--- src/rtl/nut_trap_monitor.sv ---
// Multi-hart trap monitor: latches the first trap or watchdog timeout per hart and reports records round-robin on one valid/ready port.
// Latency: trap in cycle T gives rpt_valid in cycle T+2; one record per 2 cycles at most.
// Backpressure: a record is held stable until rpt_ready; pending harts wait in PEND.
module nut_trap_monitor #(
  parameter int  NR_HART  = 2,
  parameter int  XLEN     = 64,
  parameter int  CODE_W   = 32,
  parameter int  CNT_W    = 64,
  parameter int  COMMIT_W = 2,
  parameter int  TIMEOUT  = 5000,
  localparam int HID_W    = (NR_HART > 1) ? $clog2(NR_HART) : 1
) (
  input  logic                         clk,
  input  logic                         reset,
  input  logic [NR_HART-1:0]           hart_trap_valid,
  input  logic [NR_HART*CODE_W-1:0]    hart_trap_code,
  input  logic [NR_HART*XLEN-1:0]      hart_trap_pc,
  input  logic [NR_HART*COMMIT_W-1:0]  hart_commit,
  output logic                         rpt_valid,
  input  logic                         rpt_ready,
  output logic [HID_W-1:0]             rpt_hart,
  output logic [CODE_W-1:0]            rpt_code,
  output logic [XLEN-1:0]              rpt_pc,
  output logic [CNT_W-1:0]             rpt_cycles,
  output logic [CNT_W-1:0]             rpt_instrs,
  output logic                         all_done
);

  localparam int IDLE_W = (TIMEOUT > 1) ? $clog2(TIMEOUT) : 1;

  typedef enum logic [1:0] {H_RUN, H_PEND, H_DONE} hart_st_e;
  typedef enum logic {R_IDLE, R_SEND} rpt_st_e;

  logic [CNT_W-1:0]  cycle_cnt_q, cycle_cnt_d;
  hart_st_e          hst_q      [NR_HART];
  hart_st_e          hst_d      [NR_HART];
  logic [CNT_W-1:0]  instr_q    [NR_HART];
  logic [CNT_W-1:0]  instr_d    [NR_HART];
  logic [IDLE_W-1:0] idle_q     [NR_HART];
  logic [IDLE_W-1:0] idle_d     [NR_HART];
  logic [CODE_W-1:0] rec_code_q [NR_HART];
  logic [CODE_W-1:0] rec_code_d [NR_HART];
  logic [XLEN-1:0]   rec_pc_q   [NR_HART];
  logic [XLEN-1:0]   rec_pc_d   [NR_HART];
  logic [CNT_W-1:0]  rec_cyc_q  [NR_HART];
  logic [CNT_W-1:0]  rec_cyc_d  [NR_HART];
  logic [CNT_W-1:0]  rec_ins_q  [NR_HART];
  logic [CNT_W-1:0]  rec_ins_d  [NR_HART];

  rpt_st_e           rpt_st_q, rpt_st_d;
  logic [HID_W-1:0]  rr_q, rr_d;
  logic [HID_W-1:0]  rpt_hart_q, rpt_hart_d;
  logic [CODE_W-1:0] rpt_code_q, rpt_code_d;
  logic [XLEN-1:0]   rpt_pc_q, rpt_pc_d;
  logic [CNT_W-1:0]  rpt_cycles_q, rpt_cycles_d;
  logic [CNT_W-1:0]  rpt_instrs_q, rpt_instrs_d;
  logic              all_done_q, all_done_d;

  always_ff @(posedge clk or negedge reset) begin
    if (!reset) begin
      cycle_cnt_q  <= '0;
      for (int i = 0; i < NR_HART; i++) begin
        hst_q[i]      <= H_RUN;
        instr_q[i]    <= '0;
        idle_q[i]     <= '0;
        rec_code_q[i] <= '0;
        rec_pc_q[i]   <= '0;
        rec_cyc_q[i]  <= '0;
        rec_ins_q[i]  <= '0;
      end
      rpt_st_q     <= R_IDLE;
      rr_q         <= '0;
      rpt_hart_q   <= '0;
      rpt_code_q   <= '0;
      rpt_pc_q     <= '0;
      rpt_cycles_q <= '0;
      rpt_instrs_q <= '0;
      all_done_q   <= 1'b0;
    end else begin
      cycle_cnt_q  <= cycle_cnt_d;
      hst_q        <= hst_d;
      instr_q      <= instr_d;
      idle_q       <= idle_d;
      rec_code_q   <= rec_code_d;
      rec_pc_q     <= rec_pc_d;
      rec_cyc_q    <= rec_cyc_d;
      rec_ins_q    <= rec_ins_d;
      rpt_st_q     <= rpt_st_d;
      rr_q         <= rr_d;
      rpt_hart_q   <= rpt_hart_d;
      rpt_code_q   <= rpt_code_d;
      rpt_pc_q     <= rpt_pc_d;
      rpt_cycles_q <= rpt_cycles_d;
      rpt_instrs_q <= rpt_instrs_d;
      all_done_q   <= all_done_d;
    end
  end

  always_comb begin : next_state
    logic [COMMIT_W-1:0] commit;
    logic [CNT_W:0]      sum;
    logic [CNT_W-1:0]    inc;
    logic                sel_vld;
    logic [HID_W-1:0]    sel_idx;
    int                  idx;
    commit       = '0;
    sum          = '0;
    inc          = '0;
    sel_vld      = 1'b0;
    sel_idx      = '0;
    idx          = 0;
    cycle_cnt_d  = (&cycle_cnt_q) ? cycle_cnt_q : cycle_cnt_q + CNT_W'(1);
    hst_d        = hst_q;
    instr_d      = instr_q;
    idle_d       = idle_q;
    rec_code_d   = rec_code_q;
    rec_pc_d     = rec_pc_q;
    rec_cyc_d    = rec_cyc_q;
    rec_ins_d    = rec_ins_q;
    rpt_st_d     = rpt_st_q;
    rr_d         = rr_q;
    rpt_hart_d   = rpt_hart_q;
    rpt_code_d   = rpt_code_q;
    rpt_pc_d     = rpt_pc_q;
    rpt_cycles_d = rpt_cycles_q;
    rpt_instrs_d = rpt_instrs_q;

    for (int i = 0; i < NR_HART; i++) begin
      commit = hart_commit[i*COMMIT_W +: COMMIT_W];
      sum    = {1'b0, instr_q[i]} + (CNT_W+1)'(commit);
      inc    = sum[CNT_W] ? '1 : sum[CNT_W-1:0];
      if (hst_q[i] == H_RUN) begin
        instr_d[i] = inc;
        idle_d[i]  = (commit != '0) ? '0 : idle_q[i] + IDLE_W'(1);
        // A real trap takes priority over a watchdog expiring in the same cycle.
        if (hart_trap_valid[i]) begin
          hst_d[i]      = H_PEND;
          rec_code_d[i] = hart_trap_code[i*CODE_W +: CODE_W];
          rec_pc_d[i]   = hart_trap_pc[i*XLEN +: XLEN];
          rec_cyc_d[i]  = cycle_cnt_q;
          rec_ins_d[i]  = inc;
        end else if ((TIMEOUT > 0) && (commit == '0) && (idle_q[i] == IDLE_W'(TIMEOUT - 1))) begin
          hst_d[i]      = H_PEND;
          rec_code_d[i] = '1;
          rec_pc_d[i]   = '0;
          rec_cyc_d[i]  = cycle_cnt_q;
          rec_ins_d[i]  = inc;
        end
      end
    end

    // Round-robin search starts at rr and wraps once around the harts.
    for (int k = 0; k < NR_HART; k++) begin
      idx = int'(rr_q) + k;
      if (idx >= NR_HART) idx = idx - NR_HART;
      if (!sel_vld && hst_q[HID_W'(idx)] == H_PEND) begin
        sel_vld = 1'b1;
        sel_idx = HID_W'(idx);
      end
    end

    case (rpt_st_q)
      R_IDLE: begin
        if (sel_vld) begin
          rpt_st_d     = R_SEND;
          rpt_hart_d   = sel_idx;
          rpt_code_d   = rec_code_q[sel_idx];
          rpt_pc_d     = rec_pc_q[sel_idx];
          rpt_cycles_d = rec_cyc_q[sel_idx];
          rpt_instrs_d = rec_ins_q[sel_idx];
        end
      end
      R_SEND: begin
        if (rpt_ready) begin
          hst_d[rpt_hart_q] = H_DONE;
          rr_d     = (rpt_hart_q == HID_W'(NR_HART - 1)) ? '0 : rpt_hart_q + HID_W'(1);
          rpt_st_d = R_IDLE;
        end
      end
      default: rpt_st_d = R_IDLE;
    endcase

    all_done_d = 1'b1;
    for (int i = 0; i < NR_HART; i++) begin
      if (hst_d[i] != H_DONE) all_done_d = 1'b0;
    end
    all_done_d = all_done_d | all_done_q;
  end

  always_comb begin : outputs
    rpt_valid  = (rpt_st_q == R_SEND);
    rpt_hart   = rpt_hart_q;
    rpt_code   = rpt_code_q;
    rpt_pc     = rpt_pc_q;
    rpt_cycles = rpt_cycles_q;
    rpt_instrs = rpt_instrs_q;
    all_done   = all_done_q;
  end

endmodule

--- config.mk ---
export PLATFORM = sky130hd
export DESIGN_NAME = nut_trap_monitor
export DESIGN_NICKNAME = d
export VERILOG_FILES = /design/src/rtl/nut_trap_monitor.sv
export SDC_FILE = /design/constraint.sdc
export NUM_CORES = 2
export LEC_CHECK = 0
export CAP_MARGIN = 10
export CORE_MARGIN = 5
export CORE_UTILIZATION = 30
export CTS_CLUSTER_SIZE = 8
export DETAILED_ROUTE_END_ITERATION = 16
export HOLD_SLACK_MARGIN = 0.06
export PLACE_DENSITY_LB_ADDON = 0.12
export SYNTH_ARGS = -nofsm -noshare
export SYNTH_HDL_FRONTEND = slang
export SYNTH_SLANG_ARGS = --single-unit
--- constraint.sdc ---
create_clock -name clk -period 3.1 [get_ports clk]
set_input_delay 0.62 -clock clk [delete_from_list [all_inputs] [get_ports clk]]
set_output_delay 0.62 -clock clk [all_outputs]
set_load 0.005 [all_outputs]
==> impl_metrics.py <==
metrics = {
    "status": {
        "status": "finished, final reports clean",
    },
    "worst_setup_path": {
        "cp.arrival_ns": 3.57,
        "cp_data_required_time_ns": 3.77,
        "critPathMaxStageDelay_ns": 0.56,
        "worstPathMaxFanout": 20,
        "cp-start-kind": "flip-flop",
        "path_cells": "nand4_1 > nor3_1 > nand3_1 > or3_1 > buf_12 > a21oi_1 > o22a_1",
        "end_kind": "flip-flop",
        "slowest_stage": "or3_1",
        "crit_type": "reg -> reg",
    },
    "final_layout": {
        "seqCellArea_um2": 22500,
        "final_cell_area_um2": 50800,
        "multi_input_area_um2": 15500,
        "syn_to_final_growth_pct": 29.3,
        "drive_gt1_share_pct": 10.6,
        "num-nets-final": 4731,
        "fillers": 13002,
    },
    "clock_tree": {
        "cts_buffers": 131,
        "cts.clk_slew.worst_paths_ns": 0.05,
        "clock_latency_ns": 0.75,
        "cts_max_path_buffers": 3,
        "cts_tree": "built",
        "postCtsSetupBuffers": 0,
        "cts_sinks": 898,
        "cts.htree.levels": 4,
        "cts_resized": 0,
        "cts_hold_buf": 1,
        "root_buffer": "clkbuf_16",
    },
    "logic_synthesis": {
        "synth.top_cell.area_share_pct": 57.2,
        "synth.largest_area_cell": "dfrtp_1",
        "synth.area.top_cells": "dfrtp_1, nand2_1, o21ai_0, o22ai_1, a22o_1",
        "netlist_area_um2": 39300,
        "synth_cell_types": 67,
        "ys_async_sr_fraction_pct": 100,
        "ys_seq_area_share_pct": 57.2,
        "yosys-top-cells-count": "dfrtp_1, nand2_1, o21ai_0",
        "synth_edf_count": 0,
        "synth_fp_nets": 4205,
        "avgSynthCellArea_um2": 9.84,
        "synth_cells": 3995,
        "yosys_warnings": 0,
        "ys.flop_type": "dfrtp_1",
        "ys_ff_latch": 898,
        "yosysMostFrequentCell": "dfrtp_1",
    },
    "placed_design": {
        "dp_hpwl_mm": 95.9,
        "io_buffers": 427,
        "gp_congestion": 0.835,
        "placed_cell_area_um2": 47200,
    },
    "floorplan": {
        "initial_core_util_pct": 30.3,
        "die_w_um": 372,
        "rows": 132,
        "coreArea_um2": 130000,
        "dieArea_um2": 138000,
        "ios": 428,
        "die_y_um": 372,
    },
    "pwr": {
        "power_frac_seq_pct": 42.5,
        "switching_share_pct": 32.6,
        "power.internal_w": 0.0276,
        "vdd_drop_max_uv": 482,
        "power_density_nw_per_um2": 807,
        "combinationalPowerShare_pct": 25.6,
        "p_sw_w": 0.0134,
        "p_leak_nw": 21.8,
        "clock_power_share_pct": 31.8,
        "fin_total_pwr_w": 0.0411,
    },
    "global_route": {
        "antenna_found_initial": 9,
        "grt_usage_pct": 19.7,
        "grt_pass1_wl_mm": 209,
        "grt_max_degree": 134,
        "grt_pass1_vias": 31960,
        "grt-ovfl-total": 0,
    },
    "drt": {
        "wl_per_cell_um": 22.0,
        "routed_wl_mm": 138,
        "remaining_drc_errors": 0,
        "avgViaCountPerCell": 5.09,
        "num_vias": 31998,
        "first_pass_iters": 5,
        "drt_iter0_drc": 2176,
        "ant_nets": 0,
    },
    "flow_run": {
        "max-cap-violations": 0,
    },
    "sta": {
        "rsz0062_at_grt": "false",
        "tightest_slew_ns": 0.839,
        "drv_slew": 0,
        "timing.hold.ws_ns": 0.394,
        "maxSlewHeadroom_pct": 44.1,
        "finalCritPeriodShare_pct": 93.5,
        "fin_crit_ns": 2.90,
        "clock_skew_ns": 0.0226,
        "setup_violations": 0,
        "hold_viol": 0,
        "max_freq_mhz": 345,
    },
    "hold_path": {
        "min_path_type": "in -> async",
    },
}
==> sequential cells by signal, summed over array words and instances, names as in the netlist, 4 cells and up <==
name,cells
rec_pc_q,128
instr_q,128
cycle_cnt_q,64
rpt_code,32
idle_q,26
hst_q,4
rec_cyc_q,128
rec_code_q,64
rpt_pc,64
rpt_instrs,64
rec_ins_q,128
rpt_cycles,64
==> worst max-delay path: cells and delay by family (launching register included) <==
family | cells | cell delay (ns)
AO/OA/AOI/OAI | 2 | 0.29
buffers and inverters | 1 | 0.22
flip-flops | 1 | 0.50
AND/OR/NAND/NOR | 4 | 1.80
==> cells in the final DEF (no fill, tap or decap), drive strengths merged, types with 13 or more instances in the layout <==
master           n
o21ai          341
o31ai           18
xnor2          120
a211o           14
dfrtp          898
and3            68
buf            255
nand3          107
o22ai          231
nor3            66
clkdlybuf4s50  426
o22a            41
a21oi          125
and4            37
or3             13
nor2           298
inv             71
clkbuf         140
xor2            64
a31oi          116
a22o           128
mux2            16
nand2          726
nor4            44
nand4           80
==> metal layers <==
metal,global-route usage (%),share of wire [%],vias to the layer above
met4,6.23,2.7,4
li1,-,-,15175
met1,27.5,46,15836
met2,30.7,46,802
met3,4.21,5.7,181
met5,0,0.020,-
==> through the flow <==
step | instances | setup TNS, ns | setup WS (ns) | util, %
2_1_floorplan | 3995 | 0 | 0.0106 | -
3_3_place_gp | 6129 | -54.83 | -0.392 | 36.4
3_5_place_dp | 6129 | -64.05 | -0.449 | 36.4
4_1_cts | 6285 | 0 | 0.288 | 39.2
5_1_grt | 6291 | 0 | 0.0900 | 39.2
6_report | 6292 | 0 | 0.202 | 39.2
==> power by group through the flow <==
| stage | combinational, W | sequential [W] | clock (W) |
|---|---|---|---|
| floorplan | 0.00527 | 0.0166 | 0 |
| global placement | 0.0105 | 0.0176 | 0 |
| detailed placement | 0.0106 | 0.0176 | 0 |
| CTS | 0.0107 | 0.0175 | 0.0136 |
| global route | 0.0116 | 0.0178 | 0.0140 |
| finish | 0.0105 | 0.0175 | 0.0131 |
==> final cells by class <==
class	count	share of cell area, %
Sequential cell	898	44.2
Tap cell	1742	4.29
Clock buffer	140	6.62
Clock inverter	15	0.460
Inverter	63	0.480
Timing Repair Buffer	682	13.4
Multi-Input combinational cell	2745	30.6
Antenna cell	7	0.0345
==> worst paths after layout <==
| path | startpoint | end | slack (ns) | depth (start not counted) |
|---|---|---|---|---|
| min in group clk | hart_trap_code[10] | rec_code_q[42] | 0.44 | 3 |
| max | instr_q[25] | instr_q[31] | 0.20 | 7 |
| max reg2reg | instr_q[25] | instr_q[31] | 0.20 | 7 |
| max in group asynchronous | reset | rec_pc_q[107] | 1.69 | 3 |
| min reg2reg | rec_cyc_q[38] | rec_cyc_q[38] | 0.46 | 2 |
| min | reset | idle_q[21] | 0.39 | 2 |
==> kinds of logic (layout without fill, tap and decap cells) <==
kind of cell | Yosys count | in the layout | synth area share, %
AOI/OAI and AO/OA | 1038 | 1038 | 17.0
and+or+nand+nor | 1493 | 1493 | 17.3
DFF | 898 | 898 | 57.2
buffers and inverters | 352 | 900 | 3.55
other | 0 | 7 | 0
adders and majority gates | 9 | 9 | 0.325
muxes | 21 | 21 | 0.586
xor gates and xnor gates | 184 | 184 | 4.10
Power figures use the tool's default switching activity.
